[src/rtl/pio_int_pkg.sv]
// Shared constants and per-source state encoding for the PIO Mode-2 interrupt scheduler.
package pio_int_pkg;

    localparam int NSRC_DEF = 2;

    localparam logic [7:0] OP_ED = 8'hED;
    localparam logic [7:0] OP_4D = 8'h4D;
    localparam logic [7:0] OP_CB = 8'hCB;

    // bit 0 = pend, bit 1 = serv
    typedef enum logic [1:0] {
        IDLE      = 2'b00,
        PEND      = 2'b01,
        SERV      = 2'b10,
        SERV_PEND = 2'b11
    } src_state_t;

endpackage

[src/rtl/pio_int_slot.sv]
// One interrupt source: pending/in-service bits plus its link in the internal enable chain.
//
// state     | meaning
// IDLE      | nothing pending, not in service
// PEND      | request latched, waiting for acknowledge
// SERV      | acknowledged, waiting for RETI
// SERV_PEND | in service with a new request latched behind it
module pio_int_slot (
    input  logic clk,
    input  logic rst_n,
    input  logic int_req,
    input  logic int_en,
    input  logic enabled_in,
    input  logic ack_sel,
    input  logic reti_sel,
    output logic req,
    output logic in_pend,
    output logic in_serv,
    output logic enabled_out,
    output logic pend_nxt,
    output logic blk_nxt
);
    import pio_int_pkg::*;

    src_state_t state_q, state_d;
    logic       pend_d, serv_d;

    always_ff @(posedge clk or negedge rst_n) begin
        if (!rst_n) begin
            state_q <= IDLE;
        end else begin
            state_q <= state_d;
        end
    end

    // A request arriving in the acknowledge cycle survives the pend clear.
    always_comb begin
        pend_d  = (int_req & int_en) | (state_q[0] & int_en & ~ack_sel);
        serv_d  = ack_sel | (state_q[1] & ~reti_sel);
        state_d = src_state_t'({serv_d, pend_d});
    end

    assign in_pend     = state_q[0];
    assign in_serv     = state_q[1];
    assign req         = in_pend & ~in_serv & enabled_in;
    assign enabled_out = enabled_in & ~in_serv;
    assign pend_nxt    = pend_d;
    // Blocks this and lower sources in the cycle of a retire or acknowledge too.
    assign blk_nxt     = in_serv | serv_d;

endmodule

[src/rtl/pio_int_sched.sv]
// Z80 Mode-2 interrupt scheduler: fixed-priority sources behind one daisy-chain slot,
// INTA vector supply and RETI (ED 4D) retirement.
module pio_int_sched
    import pio_int_pkg::*;
#(
    parameter int NSRC = NSRC_DEF
) (
    input  logic              CLK,
    input  logic              RESET_n,
    input  logic [7:0]        DI,
    input  logic              M1_n,
    input  logic              IORQ_n,
    input  logic              RD_n,
    input  logic              IEI,
    output logic              IEO,
    output logic              INT_n,
    input  logic [NSRC-1:0]   INT_REQ,
    input  logic [NSRC-1:0]   INT_EN,
    input  logic [8*NSRC-1:0] VECT,
    output logic [7:0]        DO,
    output logic              DO_EN,
    output logic [NSRC-1:0]   INT_ACK,
    output logic [NSRC-1:0]   INT_DONE
);

    logic [NSRC-1:0] req, in_pend, in_serv, pend_nxt, blk_nxt, ack_sel, reti_sel;
    logic [NSRC:0]   en_chain;
    logic            inta_act, inta_q, inta_det;
    logic            fetch_act, fetch_q, commit, reti;
    logic [7:0]      op_q, vect_sel, do_q;
    logic            ed_seen, last_cb, do_en_q, int_n_q;
    logic [NSRC-1:0] ack_q, done_q;
    logic            ack_hit, reti_hit, nxt_en, req_next_any;

    assign en_chain[0] = IEI;

    for (genvar g = 0; g < NSRC; g++) begin : g_slot
        pio_int_slot u_slot (
            .clk         (CLK),
            .rst_n       (RESET_n),
            .int_req     (INT_REQ[g]),
            .int_en      (INT_EN[g]),
            .enabled_in  (en_chain[g]),
            .ack_sel     (ack_sel[g]),
            .reti_sel    (reti_sel[g]),
            .req         (req[g]),
            .in_pend     (in_pend[g]),
            .in_serv     (in_serv[g]),
            .enabled_out (en_chain[g+1]),
            .pend_nxt    (pend_nxt[g]),
            .blk_nxt     (blk_nxt[g])
        );
    end

    assign inta_act  = ~M1_n & ~IORQ_n;
    assign inta_det  = inta_act & ~inta_q;
    assign fetch_act = ~M1_n & ~RD_n & IORQ_n;
    assign commit    = fetch_q & ~fetch_act;
    assign reti      = commit & (op_q == OP_4D) & ed_seen & IEI;

    always_comb begin
        ack_sel      = '0;
        reti_sel     = '0;
        vect_sel     = 8'h00;
        ack_hit      = 1'b0;
        reti_hit     = 1'b0;
        nxt_en       = IEI;
        req_next_any = 1'b0;
        for (int i = 0; i < NSRC; i++) begin
            if (req[i] && !ack_hit) begin
                ack_sel[i] = inta_det;
                vect_sel   = VECT[8*i +: 8];
                ack_hit    = 1'b1;
            end
            if (in_serv[i] && !reti_hit) begin
                reti_sel[i] = reti;
                reti_hit    = 1'b1;
            end
            // INT_n is registered, so it is derived from the state being loaded this edge.
            req_next_any = req_next_any | (pend_nxt[i] & ~blk_nxt[i] & nxt_en);
            nxt_en       = nxt_en & ~blk_nxt[i];
        end
    end

    always_ff @(posedge CLK or negedge RESET_n) begin
        if (!RESET_n) begin
            inta_q  <= 1'b0;
            fetch_q <= 1'b0;
            op_q    <= 8'h00;
            ed_seen <= 1'b0;
            last_cb <= 1'b0;
            do_q    <= 8'h00;
            do_en_q <= 1'b0;
            ack_q   <= '0;
            done_q  <= '0;
            int_n_q <= 1'b1;
        end else begin
            inta_q  <= inta_act;
            fetch_q <= fetch_act;
            if (fetch_act) begin
                op_q <= DI;
            end
            if (commit) begin
                ed_seen <= (op_q == OP_ED) & ~last_cb;
                last_cb <= (op_q == OP_CB);
            end
            if (|ack_sel) begin
                do_q    <= vect_sel;
                do_en_q <= 1'b1;
            end else if (!inta_act) begin
                do_en_q <= 1'b0;
            end
            ack_q   <= ack_sel;
            done_q  <= reti_sel;
            int_n_q <= ~req_next_any;
        end
    end

    assign IEO      = en_chain[NSRC] & ~(|in_pend & ~ed_seen);
    assign INT_n    = int_n_q;
    assign DO       = do_q;
    assign DO_EN    = do_en_q;
    assign INT_ACK  = ack_q;
    assign INT_DONE = done_q;

endmodule

[config.mk]
export PLATFORM = sky130hd
export DESIGN_NAME = pio_int_sched
export DESIGN_NICKNAME = d
export VERILOG_FILES = /design/src/rtl/pio_int_pkg.sv /design/src/rtl/pio_int_slot.sv /design/src/rtl/pio_int_sched.sv
export SDC_FILE = /design/constraint.sdc
export NUM_CORES = 1
export LEC_CHECK = 0
export ABC_AREA = 1
export BUFFER_PORTS_ARGS = -buffer_cell sky130_fd_sc_hd__buf_2
export CELL_PAD_IN_SITES_DETAIL_PLACEMENT = 0
export CELL_PAD_IN_SITES_GLOBAL_PLACEMENT = 2
export CORE_AREA = 2 2 75 77
export CTS_BUF_LIST = sky130_fd_sc_hd__clkbuf_8 sky130_fd_sc_hd__clkbuf_16
export DETAILED_ROUTE_END_ITERATION = 16
export DIE_AREA = 0 0 77 79
export HOLD_SLACK_MARGIN = 0.03
export PLACE_DENSITY = 0.79
export SLEW_MARGIN = 15
export SYNTH_ARGS = -nofsm -noshare
export SYNTH_HDL_FRONTEND = slang
export SYNTH_SLANG_ARGS = --single-unit
[constraint.sdc]
create_clock -name CLK -period 1.6 [get_ports CLK]
set_clock_uncertainty 0.15 [all_clocks]
set_input_delay 0.16 -clock CLK [delete_from_list [all_inputs] [get_ports CLK]]
set_output_delay 0.16 -clock CLK [all_outputs]
set_load 0.02 [all_outputs]
==> results.yml <==
outcome:
  outcome: "finished clean"
synthesis:
  netlist_area_sq_um: 1390
  syn_inst: 168
  synth_cell_types: 24
  yosysWarnings: 0
  yosysTopAreaCell: "dfrtp_1"
  ys_seq_elements: 30
  synth.top_cell.area_share: 0.521
  yosysSeqAreaShare: 0.539
  synth_nets: 202
  syn_avg_cell_area_sq_um: 8.30
  synth.area.top_cells: "dfrtp_1, nand2_1, nor2_1"
floorplanning:
  die_w_um: 77
  die_h_um: 79
  start_util: 0.261
  io_pins: 49
  die_area_sq_um: 6080
  placementRows: 27
  core-area_sq_um: 5340
route:
  antenna_left: 0
  vias: 1268
  initialDrtViolationCount: 42
  wire_per_inst_um: 10.4
  vias_per_cell: 3.94
  wirelength_mm: 3.35
  dr.pass1.iters: 4
  drc: 0
grt:
  met3_usage: 0.0375
  grtUsageTotal: 0.122
  antenna_found_initial: 0
  met2_usage: 0.199
  grt_overflow_total: 0
  use_met1: 0.151
  grt-busiest-layer: "met2"
  grt_first_pass_wirelength_mm: 5.74
  grt_max_degree: 31
  first_global_vias: 1307
placed_design:
  port_buffers: 48
  gp_congestion: 0.758
  hpwlAfterDp_mm: 2.38
  placedCellCount: 291
  preCtsSetupSlack_ns: 0.216
clock_network:
  tritoncts: "yes"
  clk_pin_slew_ns: 0.07
  postCtsSetupBuffers: 0
  clkLatencyLatePin_ns: 0.28
  clock_path_buffers: 2
  htreeDepth: 2
  cts_buffers: 5
  clock_sinks: 30
  cts_root_buffer: "clkbuf_8"
worst_setup_path:
  cp.required_ns: 1.62
  reg2reg_depth: 8
  path_max_fanout: 2
  cp.arrival_ns: 1.49
  endpoint_kind: "flop"
  criticalPathCategory: "in2reg"
  crit_path_start_kind: "primary input"
timing:
  finalSetupTns_ns: 0
  period_needed_ns: 1.48
  hold_ws_ns: 0.0301
  slew_violations: 0
  slew_headroom: 0.560
  rsz0062_at_grt: "no"
  fin_crit_sh: 0.923
  worst_slew_pin_slew_ns: 0.660
  setup_ws_ns: 0.123
  setup_violations: 0
  fmax_ghz: 0.677
  hold_violations: 0
job:
  cap_violations: 0
power_and_ir_drop:
  power.total_mw: 1.82
  p_leak_nw: 1.19
  ir_worst_vdd_v: 0.000439
  p_comb_frac: 0.176
  switching_share: 0.278
  p_int_mw: 1.32
  p_clk_frac: 0.342
  p_per_area_nw_per_um2: 878
  seqPwrFrac: 0.481
  p_switching_mw: 0.507
final_layout:
  final_cells: 322
  final_common_cell: "nand2_1"
  drive_gt1_frac: 0.308
  fill_cells: 603
  syn_to_final_growth_pct: 49.1
  finish.net_count: 283
  n_antenna_cell: 0
  layout.cells.most_common_list: "nand2_1, buf_2, dfrtp_1, dlygate4sd3_1"
hold_path:
  hold_path.class: "in2reg"
  hold_depth: 5
-- worst paths after layout --
| kind | slack [ns] | from | to |
|---|---|---|---|
| setup / recovery | 0.12 | INT_EN[1] | g_slot[1].u_slot.state_q[0] |
| hold / removal | 0.03 | VECT[0] | DO[0] |
| setup reg to reg | 0.24 | g_slot[0].u_slot.state_q[1] | DO[3] |
| hold reg to reg | 0.32 | DO[5] | DO[5] |
| max in group asynchronous | 0.57 | RESET_n | g_slot[0].u_slot.state_q[1] |
| min in group asynchronous | 0.30 | RESET_n | op_q[2] |
-- synthesized netlist by cell type, drive strengths merged --
| library cell | n |
|---|---|
| buf | 1 |
| a21boi | 1 |
| nor4 | 1 |
| o21ai | 5 |
| dfstp | 1 |
| nand4 | 2 |
| o211ai | 1 |
| nor3b | 1 |
| nor3 | 1 |
| dfrtp | 29 |
| nand2 | 91 |
| nand3 | 2 |
| clkinv | 1 |
| inv | 15 |
| nor2 | 16 |
-- metrics by stage --
| step | util | area [sq um] |
|---|---|---|
| floorplan | - | 1390 |
| global placement | 0.328 | 1750 |
| detailed placement | 0.328 | 1750 |
| CTS | 0.388 | 2070 |
| global route | 0.389 | 2080 |
| finish | 0.389 | 2080 |
-- power by group through the flow --
stage                     logic (mW)  registers, mW  clock network [mW]
after CTS                      0.326          0.879               0.649
after global routing           0.367          0.887               0.685
after floorplan                0.136          0.916                   0
final                          0.321          0.878               0.625
after detailed placement       0.282          0.893                   0
after global placement         0.282          0.892                   0
-- per-layer routing --
metal | routed length (um) | vias up
met5 | 0 | -
met4 | 42 | 0
met3 | 148 | 4
met2 | 1560 | 29
met1 | 1600 | 562
li1 | - | 673
-- repair_timing --
item                                   CTS  global route
endpoints found under the hold margin   46             0
resized for setup                        0             2
hold buffers                            23             0
setup endpoints to repair                0             3
-- critical path, stage by stage --
cell and delay (ns):
dlygate4sd3_1 0.53, buf_2 0.12, nand2_1 0.07, dlygate4sd3_1 0.54, o21ai_0 0.07
-- cells by family (layout without fill, tap and decap cells) --
logic type	after synthesis	count (layout)	share of synthesized area
and+or+nand+nor	114	114	0.379
AOI/OAI and AO/OA	7	7	0.0314
buffers and inverters	17	99	0.0503
DFF	30	30	0.540
-- cell type report --
class,count,area [sq um],share of cell area
Clock buffer,6,82.6,0.0397
Sequential cell,30,752,0.362
Timing Repair Buffer,75,503,0.242
Inverter,16,65.1,0.0313
Clock inverter,2,8.76,0.00421
Tap cell,72,90.1,0.0433
Multi-Input combinational cell,121,577,0.278
-- registers in the layout, indices dropped and copies added, names as in the netlist, 2 cells and up --
register	cells
g_slot.u_slot.state_q	4
INT_DONE	2
DO	8
INT_ACK	2
op_q	8
No activity file was read; power rests on OpenSTA's default activity.
